[src/rtl/cp0_irq_ctrl_pkg.sv]
// rtl/cp0_irq_ctrl_pkg.sv - CP0 op codes, register addresses and STATUS/CAUSE bit positions.
package cp0_irq_ctrl_pkg;

  typedef enum logic [1:0] {
    EXE_CP_NONE   = 2'd0,
    EXE_CP_STORE  = 2'd1,
    EXE_CP0_ERET  = 2'd2,
    EXE_CP_RSVD   = 2'd3
  } cp0_oper_e;

  localparam logic [4:0] CP0_STATUS = 5'd12;
  localparam logic [4:0] CP0_CAUSE  = 5'd13;
  localparam logic [4:0] CP0_EPCR   = 5'd14;
  localparam logic [4:0] CP0_EHBR   = 5'd15;

  localparam int STATUS_IE      = 0;
  localparam int STATUS_EXL     = 1;
  localparam int STATUS_IM_LSB  = 8;
  localparam int CAUSE_IP_LSB   = 8;
  localparam int CAUSE_LAST_LSB = 24;
  localparam int IDX_W          = 4;

endpackage

[src/rtl/cp0_irq_ctrl_prio_enc.sv]
// rtl/cp0_irq_ctrl_prio_enc.sv - lowest-index-wins priority encoder (index, valid, one-hot).
import cp0_irq_ctrl_pkg::*;

module irq_prio_enc #(
  parameter int N = 8
) (
  input  logic [N-1:0]     req,
  output logic [IDX_W-1:0] idx,
  output logic             valid,
  output logic [N-1:0]     onehot
);

  // Scan from the top down so the lowest set index is the last assignment.
  always_comb begin
    idx    = '0;
    onehot = '0;
    valid  = |req;
    for (int i = N - 1; i >= 0; i--) begin
      if (req[i]) begin
        idx       = IDX_W'(i);
        onehot    = '0;
        onehot[i] = 1'b1;
      end
    end
  end

endmodule

[src/rtl/cp0_irq_ctrl.sv]
// rtl/cp0_irq_ctrl.sv - CP0 register file with multi-line edge-sticky interrupt controller.
// Define VECTORED_IRQ_EN to offset the handler address by the winning line index.
import cp0_irq_ctrl_pkg::*;

module cp0_irq_ctrl #(
  parameter int NUM_IRQ   = 8,
  parameter int VEC_SHIFT = 5
) (
  input  logic               clk,
  input  logic               rst,
  input  logic [1:0]         oper,
  input  logic [4:0]         addr_r,
  output logic [31:0]        data_r,
  input  logic [4:0]         addr_w,
  input  logic [31:0]        data_w,
  input  logic               ir_en,
  input  logic [NUM_IRQ-1:0] irq_in,
  input  logic [31:0]        ret_addr,
  output logic               jump_en,
  output logic [31:0]        jump_addr,
  output logic [NUM_IRQ-1:0] irq_ack
);

  logic [NUM_IRQ-1:0] irq_q, pend, im;
  logic               ie, exl;
  logic [IDX_W-1:0]   last_irq;
  logic [31:0]        epc, ehbr;

  logic [NUM_IRQ-1:0] masked, win_onehot, pend_clr, pend_next;
  logic [IDX_W-1:0]   win_idx;
  logic               win_valid, take, do_store, do_eret;
  logic [31:0]        take_addr, status_val, cause_val;

  irq_prio_enc #(.N(NUM_IRQ)) u_prio (
    .req    (masked),
    .idx    (win_idx),
    .valid  (win_valid),
    .onehot (win_onehot)
  );

  assign masked   = pend & im;
  assign take     = ir_en & ie & ~exl & win_valid;
  assign do_store = ir_en & ~take & (oper == EXE_CP_STORE);
  assign do_eret  = ir_en & ~take & (oper == EXE_CP0_ERET);

`ifdef VECTORED_IRQ_EN
  assign take_addr = ehbr + (32'(win_idx) << VEC_SHIFT);
`else
  assign take_addr = ehbr;
`endif

  // A fresh rising edge re-arms a line even if it is being cleared this cycle.
  always_comb begin
    pend_clr = take ? win_onehot : '0;
    if (do_store && addr_w == CP0_CAUSE)
      pend_clr = pend_clr | data_w[CAUSE_IP_LSB +: NUM_IRQ];
    pend_next = (pend & ~pend_clr) | (irq_in & ~irq_q);
  end

  always_comb begin
    status_val                             = '0;
    status_val[STATUS_IE]                  = ie;
    status_val[STATUS_EXL]                 = exl;
    status_val[STATUS_IM_LSB +: NUM_IRQ]   = im;
    cause_val                              = '0;
    cause_val[CAUSE_IP_LSB +: NUM_IRQ]     = pend;
    cause_val[CAUSE_LAST_LSB +: IDX_W]     = last_irq;
  end

  always_comb begin
    data_r = '0;
    case (addr_r)
      CP0_STATUS: data_r = status_val;
      CP0_CAUSE:  data_r = cause_val;
      CP0_EPCR:   data_r = epc;
      CP0_EHBR:   data_r = ehbr;
      default:    data_r = '0;
    endcase
  end

  always_ff @(posedge clk) begin
    if (rst) begin
      irq_q     <= '0;
      pend      <= '0;
      im        <= '0;
      ie        <= 1'b0;
      exl       <= 1'b0;
      last_irq  <= '0;
      epc       <= '0;
      ehbr      <= '0;
      jump_en   <= 1'b0;
      jump_addr <= '0;
      irq_ack   <= '0;
    end else begin
      irq_q   <= irq_in;
      pend    <= pend_next;
      jump_en <= take | do_eret;
      irq_ack <= take ? win_onehot : '0;
      if (take) begin
        epc       <= ret_addr;
        exl       <= 1'b1;
        last_irq  <= win_idx;
        jump_addr <= take_addr;
      end else if (do_eret) begin
        exl       <= 1'b0;
        jump_addr <= epc;
      end else if (do_store) begin
        case (addr_w)
          CP0_STATUS: begin
            ie  <= data_w[STATUS_IE];
            exl <= data_w[STATUS_EXL];
            im  <= data_w[STATUS_IM_LSB +: NUM_IRQ];
          end
          CP0_EPCR: epc  <= data_w;
          CP0_EHBR: ehbr <= data_w;
          default: ;
        endcase
      end
    end
  end

endmodule
[config.mk]
export PLATFORM = sky130hd
export DESIGN_NAME = cp0_irq_ctrl
export DESIGN_NICKNAME = d
export VERILOG_FILES = /design/src/rtl/cp0_irq_ctrl_pkg.sv /design/src/rtl/cp0_irq_ctrl_prio_enc.sv /design/src/rtl/cp0_irq_ctrl.sv
export SDC_FILE = /design/constraint.sdc
export NUM_CORES = 1
export LEC_CHECK = 0
export CAP_MARGIN = 25
export CORE_AREA = 3 3 99 149
export DETAILED_ROUTE_END_ITERATION = 8
export DIE_AREA = 0 0 102 152
export PLACE_DENSITY = 0.83
export SYNTH_ARGS = -nofsm -noshare
export SYNTH_HDL_FRONTEND = slang
export SYNTH_SLANG_ARGS = --single-unit
[constraint.sdc]
create_clock -name clk -period 3.1 [get_ports clk]
set_input_delay 0.62 -clock clk [delete_from_list [all_inputs] [get_ports clk]]
set_output_delay 0.62 -clock clk [all_outputs]
set_load 0.005 [all_outputs]
==> results.sh, run 1 <==
export IMPL_post_layout_total_power_mw=4.169
export IMPL_num_clock_sinks=134
export IMPL_postSynthRegisterBits=134
export IMPL_cp_endpoint="data_r[15]"
export IMPL_r2r_start="im[1]"
export IMPL_slew_headroom_pct=62.93
export IMPL_topRoutingLayerUsed="met4"
export IMPL_initial_cell_density_of_the_core_pct=44.93
export IMPL_critical_path_endpoint_type="primary output"
export IMPL_synth_compound_area_share_pct=14.55
export IMPL_cts_reportedPaths_clkPinSlew_ns=0.06
export IMPL_max_capacitance_violation_count=0
export IMPL_synthDominantCellAreaShare_pct=44.12
export IMPL_timing_reg2reg_setup_slack_ns=0.94
export IMPL_fmaxAchievable_mhz=332.3
export IMPL_cts_buffer_depth=2
export IMPL_arrival_ns=2.39
export IMPL_grt_pass1_vias=5377
export IMPL_simple_gate_share_of_the_synthesized_area_pct=14.22
export IMPL_route_detailed_vias_per_inst=5.584
export IMPL_area_growth_pct=39.65
export IMPL_layout_cells_most_common="clkdlybuf4s50_1"
export IMPL_dp_cells=931
export IMPL_post_layout_nonfiller_instances=964
export IMPL_ctsHtreeMaxLevel=4
export IMPL_buffer_ports_inserted=159
export IMPL_critical_path_max_stage_delay_ns=0.52
export IMPL_worst_hold_slack_ns=0.4312
export IMPL_cp_required_ns=2.48
export IMPL_ios=160
export IMPL_wire_length_of_the_first_global_routing_pass_um=28200
export IMPL_synth_fp_nets=726
export IMPL_cts_root_buffer_cell="clkbuf_16"
export IMPL_synth_xor_area_share_pct=0
export IMPL_finalSetupTns_ns=0
export IMPL_final_util_pct=62.75
export IMPL_synth_top_family_by_area="multiplexers"
export IMPL_worst_slew_pin_transition_ns=0.5560
export IMPL_yosysTopAreaCell="dfxtp_1"
export IMPL_clock_tree_from_tritoncts="built"
export IMPL_yosysUniqueCellTypes=44
export IMPL_detail_route_iter0_violations=306
export IMPL_grt_max_degree=91
export IMPL_synth_area_mux_share_pct=23.23
export IMPL_dp_final_hpwl_um=12100
export IMPL_mappedNetlistArea_um2=6081
export IMPL_timing_critical_path_from_type="primary input"
export IMPL_yosys_top_cells_area="dfxtp_1, mux2i_1, a211oi_1, nor2_1, clkbuf_1"
export IMPL_final_antenna_net_count=0
export IMPL_worst_setup_path_startpoint="addr_r[3]"
export IMPL_groute_usage_overall_pct=22.97
export IMPL_power_leakage_nw=3.318
export IMPL_die_y_um=152
export IMPL_area_of_the_multi_input_gates_um2=3186
export IMPL_r2r_end="ehbr[0]"
export IMPL_worst_path_max_delay_cell="clkdlybuf4s50_1"
export IMPL_route_vias_total=5383
export IMPL_insertion_delay_ns=0.41
export IMPL_route_met3_wl_um=1017
export IMPL_numCtsBuffers=17
export IMPL_core_um2=13530
export IMPL_path_delay_family="buffers and inverters"
export IMPL_synth_sequential_area_ratio_pct=44.12
export IMPL_met1_length_um=7336
export IMPL_grt_setup_unrepaired="false"
export IMPL_post_drt_wl_per_cell_um=18.50
export IMPL_std_cell_rows=52
export IMPL_crit_chain="clkdlybuf4s50_1 > nand2_1 > or3_1 > buf_4 > o22ai_2 > clkdlybuf4s50_1"
export IMPL_yosys_area_share_adder_pct=0
export IMPL_critical_path_most_common_cell="clkdlybuf4s50_1"
export IMPL_drive_above_1_share_pct=7.990
export IMPL_finalCritPeriodShare_pct=97.07
export IMPL_drv_slew=0
export IMPL_seq_area_um2=2683
export IMPL_initial_drt_pass_iterations=5
export IMPL_critical_path_depth=6
export IMPL_die_width_um=102
export IMPL_syn_instance_count=639
export IMPL_setup_violations=0
export IMPL_met2_wirelength_um=8990
export IMPL_num_nets_final=875
export IMPL_cts_repair_timing_setup_buffer_count=0
export IMPL_crit_buf_inv=3
export IMPL_place_congestion=0.8185
export IMPL_final_period_minus_worst_setup_slack_ns=3.009
export IMPL_max_vdd_ir_drop_mv=0.3484
export IMPL_run_status="finished clean"
export IMPL_yosys_warnings=0
export IMPL_layout_filler_cells=1095
export IMPL_die_area_um2=15500
export IMPL_criticalPathCategory="in -> out"
export IMPL_clock_skew_ns=0.007619
export IMPL_min_path_type="reg -> reg"
export IMPL_post_synth_cell_area_avg_um2=9.516
export IMPL_drc=0
export IMPL_layout_cells_most_common_list="clkdlybuf4s50_1, mux2i_1, dfxtp_1"
export IMPL_finalHoldViolations=0
export IMPL_antenna_found_initial=1
export IMPL_postRouteWirelength_um=17840
export IMPL_reg2regPathDepth=6
export IMPL_grt_overflow=0
export IMPL_crit_path_max_fanout=8
export IMPL_power_per_cell_area_nw_per_um2=491.0
==> what timing repair did <==
item / 4_1_cts / 5_1_grt
resized for setup: 3 / 3
pin swaps: 0 / 0
endpoints found under the hold margin: 0 / 0
hold buffers: 0 / 0
endpoints found under the setup margin: 9 / 3
==> worst register-to-register path: stages, from the launching register on <==
cell,delay [ns]
dfxtp_1,0.37
a22oi_4,0.31
nand4_4,0.20
a2111oi_4,0.43
buf_4,0.41
mux2i_1,0.26
nor2_1,0.05
==> routing by layer <==
| layer | track usage [%] | up-vias |
|---|---|---|
| li1 | - | 2613 |
| met1 | 27.89 | 2544 |
| met2 | 37.95 | 189 |
| met3 | 5.596 | 37 |
| met4 | 10.07 | 0 |
| met5 | 0 | - |
==> cell type report <==
type	count	area share (%)
repair buffers	179	20.79
multi-input cells	451	37.51
clock buffers	21	5.422
flip-flops and latches	134	31.59
inverters	5	0.2210
clock inverters	11	2.048
diodes	1	0.02947
well taps	162	2.387
==> cells by family (layout without fill, tap and decap cells) <==
family          Yosys count  after routing
other cells               0              1
simple gates            198            198
flops                   134            134
buf+inv                  54            216
compound gates          112            112
mux                     141            141
==> registers in the layout (all words and copies together), names as in the netlist <==
register   cells
jump_addr     32
exl            1
irq_ack        8
jump_en        1
pend           8
epc           32
im             8
irq_q          8
last_irq       3
ie             1
ehbr          32
==> synth_stat cells, drive strengths merged <==
| cell type | n |
|---|---|
| a2111oi | 1 |
| a211oi | 65 |
| a21boi | 1 |
| a21o | 1 |
| a21oi | 8 |
| a221o | 2 |
| a22o | 6 |
| a22oi | 6 |
| a31o | 1 |
| a31oi | 1 |
| a32o | 1 |
| a41o | 5 |
| and2 | 1 |
| and3b | 1 |
| buf | 18 |
| clkbuf | 31 |
| clkinv | 1 |
| dfxtp | 134 |
| inv | 4 |
| mux2 | 1 |
| mux2i | 140 |
| nand2 | 27 |
| nand2b | 1 |
| nand3 | 9 |
| nand3b | 2 |
| nand4 | 4 |
| nand4bb | 1 |
| nor2 | 129 |
| nor2b | 11 |
| nor3 | 6 |
| nor4 | 3 |
| nor4b | 1 |
| o2111ai | 1 |
| o21ai | 5 |
| o22ai | 8 |
| or3 | 1 |
| or4 | 1 |
==> metrics by stage <==
stage | setup WS [ns] | cell area [um2]
2_1_floorplan | 0.8283 | 6081
3_3_place_gp | 0.009887 | 7841
3_5_place_dp | -0.01915 | 7841
4_1_cts | 0.08068 | 8482
5_1_grt | 0.008493 | 8492
6_report | 0.09098 | 8492
==> worst min path at each step <==
| stage | start | depth (start not counted) | slack [ns] | endpoint |
|---|---|---|---|---|
| floorplan | irq_q[0] | 1 | 0.40 | pend[0] |
| global placement | irq_q[0] | 1 | 0.40 | pend[0] |
| detailed placement | irq_q[4] | 1 | 0.41 | pend[4] |
| CTS | irq_q[4] | 1 | 0.43 | pend[4] |
| global route | irq_q[4] | 1 | 0.44 | pend[4] |
| finish | irq_q[4] | 1 | 0.43 | pend[4] |
==> power breakdown <==
part           internal, mW  switching [mW]
logic                 0.143           0.115
registers              1.74          0.0179
clock network          1.39           0.762
total                  3.27           0.894
No activity file was read; power rests on OpenSTA's default activity.
==> inputs of run 2 (changes only) <==
--- a/config.mk
+++ b/config.mk
@@ -10,6 +10,8 @@
 export DETAILED_ROUTE_END_ITERATION = 8
 export DIE_AREA = 0 0 102 152
 export PLACE_DENSITY = 0.83
+export SETUP_SLACK_MARGIN = 0.1
+export SLEW_MARGIN = 40
 export SYNTH_ARGS = -nofsm -noshare
 export SYNTH_HDL_FRONTEND = slang
 export SYNTH_SLANG_ARGS = --single-unit
==> run 2 against run 1 <==
  * Via count decreased by 0.22%
  * Highest routed layer unchanged
  * Sequential power about the same
  * Clock skew decreased by 0.00070 ns
  * Register-to-register slack about the same
  * Cell count unchanged
  * Global-route usage about the same
==> results.sh, run 2 (synthesis results as in run 1) <==
export IMPL_setup_violations=0
export IMPL_timing_critical_path_from_type="primary input"
export IMPL_power_leakage_nw=3.358
export IMPL_layout_filler_cells=1096
export IMPL_cts_buffer_depth=2
export IMPL_post_route_worst_setup_slack_ns=0.1467
export IMPL_arrival_ns=2.33
export IMPL_critical_path_endpoint_type="primary output"
export IMPL_criticalPathCategory="in -> out"
export IMPL_area_growth_pct=39.77
export IMPL_p_comb_share_pct=6.2
export IMPL_insertion_delay_ns=0.41
export IMPL_ios=160
export IMPL_final_antenna_net_count=0
export IMPL_net_switching_power_mw=0.8921
export IMPL_num_clock_sinks=134
export IMPL_post_drt_wl_per_cell_um=18.49
export IMPL_clockPowerShare_pct=51.6
export IMPL_placed_cell_area_um2=7841
export IMPL_finalHoldViolations=0
export IMPL_core_um2=13530
export IMPL_die_y_um=152
export IMPL_die_area_um2=15500
export IMPL_layout_cells_most_common_list="clkdlybuf4s50_1, mux2i_1, dfxtp_1"
export IMPL_max_vdd_ir_drop_mv=0.3483
export IMPL_std_cell_rows=52
export IMPL_grt_pass1_vias=5374
export IMPL_power_frac_seq_pct=42.2
export IMPL_finish_instance_area_um2=8499
export IMPL_cts_reportedPaths_clkPinSlew_ns=0.06
export IMPL_reg_top3="ehbr: 32 flops, epc: 32 flops, jump_addr: 32 flops"
export IMPL_final_util_pct=62.81
export IMPL_grt_setup_unrepaired="true"
export IMPL_route_vias_total=5371
export IMPL_crit_path_max_fanout=7
export IMPL_cts_root_buffer_cell="clkbuf_16"
export IMPL_worst_hold_path_num_cells=1
export IMPL_grt_max_degree=91
export IMPL_final_period_minus_worst_setup_slack_ns=2.953
export IMPL_numCtsBuffers=17
export IMPL_internal_power_mw=3.275
export IMPL_finalCritPeriodShare_pct=95.27
export IMPL_die_width_um=102
export IMPL_fmaxAchievable_mhz=338.6
export IMPL_num_nets_final=875
export IMPL_post_layout_total_power_mw=4.167
export IMPL_initial_drt_pass_iterations=5
export IMPL_wire_length_of_the_first_global_routing_pass_um=28170
export IMPL_drv_slew=0
export IMPL_drive_above_1_share_pct=8.240
export IMPL_place_congestion=0.8185
export IMPL_groute_usage_overall_pct=22.96
export IMPL_clock_tree_from_tritoncts="built"
export IMPL_reg2regPathDepth=6
export IMPL_run_status="finished clean"
export IMPL_cp_required_ns=2.48
export IMPL_max_capacitance_violation_count=0
export IMPL_postRouteWirelength_um=17830
export IMPL_grt_overflow=0
export IMPL_switching_share_pct=21.41
export IMPL_dp_final_hpwl_um=12100
export IMPL_layout_cells_most_common="clkdlybuf4s50_1"
export IMPL_dp_slack_ns=-0.01915
export IMPL_finalSetupTns_ns=0
export IMPL_antenna_found_initial=1
export IMPL_cts_hold_buffers_added=0
export IMPL_buffer_ports_inserted=159
export IMPL_worst_slew_pin_transition_ns=0.5535
export IMPL_drc=0
export IMPL_power_per_cell_area_nw_per_um2=490.3
export IMPL_min_path_type="reg -> reg"
export IMPL_ctsHtreeMaxLevel=4
export IMPL_route_detailed_vias_per_inst=5.572
export IMPL_initial_cell_density_of_the_core_pct=44.93
export IMPL_slew_headroom_pct=63.10
export IMPL_detail_route_iter0_violations=333
export IMPL_clock_skew_ns=0.006919
## run 2: power by group through the flow
| stage | logic [mW] | clock network, mW | registers, mW |
|---|---|---|---|
| floorplan | 0.0967 | 0 | 1.79 |
| global placement | 0.253 | 0 | 1.79 |
| detailed placement | 0.255 | 0 | 1.80 |
| CTS | 0.257 | 2.16 | 1.76 |
| global route | 0.274 | 2.24 | 1.76 |
| finish | 0.258 | 2.15 | 1.76 |
## run 2: what timing repair did
| item | CTS | global route |
|---|---|---|
| setup buffers | 0 | 0 |
| setup endpoints to repair | 14 | 10 |
| resized for setup | 7 | 9 |
## run 2: final timing paths
kind / startpoint / end / slack (ns)
max: addr_r[3] / data_r[26] / 0.15
min: irq_q[4] / pend[4] / 0.43
max reg2reg: im[1] / ehbr[2] / 0.95
min reg2reg: irq_q[4] / pend[4] / 0.43
## run 2: critical path, cell delays in order
cell	delay, ns
clkdlybuf4s50_1	0.46
nand2_1	0.08
nor2_1	0.17
and2_4	0.21
a22o_1	0.14
a22o_1	0.15
clkdlybuf4s50_1	0.50
## run 2: layer usage
layer  vias to the layer above  track usage (%)  wire, um
li1                       2607                -         -
met1                      2537            27.89      7228
met2                       190            37.89      9078
met3                        37            5.596      1023
met4                         0            10.07       495
met5                         -                0         0
## run 2: final cells by class
| cell class | count | area [um2] | share of cell area, % |
|---|---|---|---|
| diodes | 1 | 2.502 | 0.02944 |
| clock buffers | 21 | 460.4 | 5.417 |
| clock inverters | 11 | 173.9 | 2.046 |
| inverters | 5 | 18.77 | 0.2208 |
| multi-input cells | 451 | 3192 | 37.55 |
| flip-flops and latches | 134 | 2683 | 31.56 |
| well taps | 162 | 202.7 | 2.385 |
| repair buffers | 179 | 1767 | 20.79 |
## run 2: per-stage QoR
stage / std cells / hold WS (ns)
CTS: 963 / 0.4335
finish: 964 / 0.4314
global placement: 931 / 0.4019
global route: 964 / 0.4400
detailed placement: 931 / 0.4149
floorplan: 639 / 0.3988
==> inputs of run 3 (changes only) <==
--- a/config.mk
+++ b/config.mk
@@ -7,10 +7,11 @@
 export LEC_CHECK = 0
 export CAP_MARGIN = 25
 export CORE_AREA = 3 3 99 149
+export CTS_BUF_LIST = sky130_fd_sc_hd__clkbuf_8
 export DETAILED_ROUTE_END_ITERATION = 8
 export DIE_AREA = 0 0 102 152
 export PLACE_DENSITY = 0.83
-export SETUP_SLACK_MARGIN = 0.1
+export SETUP_SLACK_MARGIN = 0.15
 export SLEW_MARGIN = 40
 export SYNTH_ARGS = -nofsm -noshare
 export SYNTH_HDL_FRONTEND = slang
==> run 3 against run 2 <==
  * Largest power group is now registers
  * Die area is the same
  * Register-to-register slack is essentially flat
  * Flip-flop and latch count is the same
  * Combinational power is essentially flat
  * Routed wire length shrank 1.9%
  * Hold slack lost 0.016 ns
  * Sequential share of layout area grew 0.77 points
  * Clock power shrank 26%
==> results.sh, run 3 (synthesis results as in run 1) <==
export IMPL_ctsHtreeMaxLevel=4
export IMPL_num_nets_final=875
export IMPL_place_congestion=0.8185
export IMPL_postRouteWirelength_um=17500
export IMPL_met2_wirelength_um=8880
export IMPL_grt_setup_unrepaired="true"
export IMPL_timing_critical_path_from_type="primary input"
export IMPL_worst_path_max_delay_cell="clkdlybuf4s50_1"
export IMPL_critical_path_max_stage_delay_ns=0.50
export IMPL_worst_hold_path_num_cells=1
export IMPL_die_width_um=102
export IMPL_finalCritPeriodShare_pct=93.40
export IMPL_worst_hold_slack_ns=0.4155
export IMPL_r2r_start="im[1]"
export IMPL_switching_share_pct=22.50
export IMPL_final_antenna_net_count=0
export IMPL_post_layout_total_power_mw=3.609
export IMPL_critical_path_endpoint_type="primary output"
export IMPL_drv_slew=0
export IMPL_final_period_minus_worst_setup_slack_ns=2.895
export IMPL_min_path_type="reg -> reg"
export IMPL_hold_end="pend[4]"
export IMPL_reg_top3="ehbr: 32 flops, epc: 32 flops, jump_addr: 32 flops"
export IMPL_final_util_pct=61.32
export IMPL_grt_max_degree=91
export IMPL_antenna_found_initial=1
export IMPL_run_status="finished clean"
export IMPL_power_leakage_nw=3.242
export IMPL_groute_usage_overall_pct=22.59
export IMPL_drive_above_1_share_pct=8.614
export IMPL_cts_buffer_depth=2
export IMPL_cts_repair_timing_setup_buffer_count=0
export IMPL_crit_path_max_fanout=7
export IMPL_clock_skew_ns=0.01248
export IMPL_power_frac_seq_pct=48.6
export IMPL_numCtsBuffers=17
export IMPL_slew_headroom_pct=63.75
export IMPL_finalHoldViolations=0
export IMPL_reg2regPathDepth=6
export IMPL_max_vdd_ir_drop_mv=0.3438
export IMPL_max_capacitance_violation_count=0
export IMPL_worst_slew_pin_transition_ns=0.5438
export IMPL_p_comb_share_pct=7.1
export IMPL_net_switching_power_mw=0.8122
export IMPL_hold_path_startpoint="irq_q[4]"
export IMPL_grt_pass1_vias=5275
export IMPL_setup_violations=0
export IMPL_power_per_cell_area_nw_per_um2=435.0
export IMPL_criticalPathCategory="in -> out"
export IMPL_topRoutingLayerUsed="met4"
export IMPL_die_y_um=152
export IMPL_layout_cells_most_common_list="clkdlybuf4s50_1, mux2i_1, dfxtp_1"
export IMPL_detail_route_iter0_violations=344
export IMPL_route_detailed_vias_per_inst=5.512
export IMPL_num_clock_sinks=134
export IMPL_post_drt_wl_per_cell_um=18.15
export IMPL_drc=0
export IMPL_internal_power_mw=2.797
export IMPL_std_cell_rows=52
export IMPL_met1_length_um=7377
export IMPL_arrival_ns=2.28
export IMPL_timing_reg2reg_setup_slack_ns=0.95
export IMPL_buffer_ports_inserted=159
export IMPL_cts_root_buffer_cell="clkbuf_8"
export IMPL_area_growth_pct=36.46
export IMPL_fmaxAchievable_mhz=345.4
export IMPL_clockPowerShare_pct=44.2
export IMPL_cts_hold_buffers_added=0
export IMPL_finish_instance_area_um2=8298
export IMPL_layout_cells_most_common="clkdlybuf4s50_1"
export IMPL_cp_required_ns=2.48
export IMPL_grt_overflow=0
export IMPL_placed_cell_area_um2=7841
export IMPL_initial_drt_pass_iterations=4
export IMPL_ios=160
export IMPL_initial_cell_density_of_the_core_pct=44.93
export IMPL_cts_reportedPaths_clkPinSlew_ns=0.08
export IMPL_crit_chain="clkdlybuf4s50_1 > nand2_2 > nor2_2 > and2_4 > a22o_1 > a22o_1 > clkdlybuf4s50_1"
export IMPL_wire_length_of_the_first_global_routing_pass_um=27730
export IMPL_die_area_um2=15500
export IMPL_insertion_delay_ns=0.43
export IMPL_route_met3_wl_um=841
export IMPL_r2r_end="ehbr[24]"
export IMPL_core_um2=13530
export IMPL_route_vias_total=5314
export IMPL_dp_final_hpwl_um=12100
export IMPL_clock_tree_from_tritoncts="built"
run 3: cell count changes in the layout (fill, tap and decap cells not counted), sizes merged:
cell,previous run,this run
dlygate4sd2,5,9
dlymetal6s2s,4,1
clkbuf,21,19
inv,4,6
clkdlybuf4s50,148,147
run 3: worst max path at each step:
stage | end | from | slack, ns | cells past startpoint
after floorplan | data_r[10] | addr_r[0] | 0.83 | 4
after global placement | data_r[1] | addr_r[2] | 0.01 | 7
after detailed placement | data_r[1] | addr_r[2] | -0.02 | 7
after CTS | data_r[1] | addr_r[3] | 0.14 | 7
after global routing | data_r[6] | addr_r[3] | 0.14 | 7
final | data_r[25] | addr_r[3] | 0.20 | 7
run 3: power by group through the flow:
stage               registers, mW  clock network [mW]  logic [mW]
floorplan                    1.79                   0      0.0967
global placement             1.79                   0       0.253
detailed placement           1.80                   0       0.255
CTS                          1.76                1.62       0.255
global route                 1.76                1.70       0.274
finish                       1.76                1.60       0.257
run 3: cell type report:
type	count	area, um2
Clock inverter	13	181.4
Sequential cell	134	2683
Fill cell	1134	5235
Timing Repair Buffer	179	1750
Multi-Input combinational cell	451	3198
Clock buffer	19	261.5
Inverter	5	18.77
Antenna cell	1	2.502
Tap cell	162	202.7
run 3: routing by layer:
metal / vias up / track usage, %
met5: - / 0
met4: 0 / 8.818
met3: 26 / 5.367
met2: 171 / 37.64
met1: 2507 / 27.69
li1: 2610 / -
run 3: critical path, delay by kind of cell:
family | cells | cell delay, ns
AOI/OAI and AO/OA | 2 | 0.27
buffers and inverters | 2 | 0.98
and+or+nand+nor | 3 | 0.41
run 3: what timing repair did:
action,CTS,global route
hold endpoints to repair,0,0
setup endpoints to repair,32,19
gates resized for setup,10,10
run 3: per-stage QoR:
| step | worst slack (ns) | TNS, ns | instances |
|---|---|---|---|
| floorplan | 0.8283 | 0 | 639 |
| global placement | 0.009887 | 0 | 931 |
| detailed placement | -0.01915 | -0.08085 | 931 |
| CTS | 0.1424 | 0 | 963 |
| global route | 0.1437 | 0 | 964 |
| finish | 0.2046 | 0 | 964 |
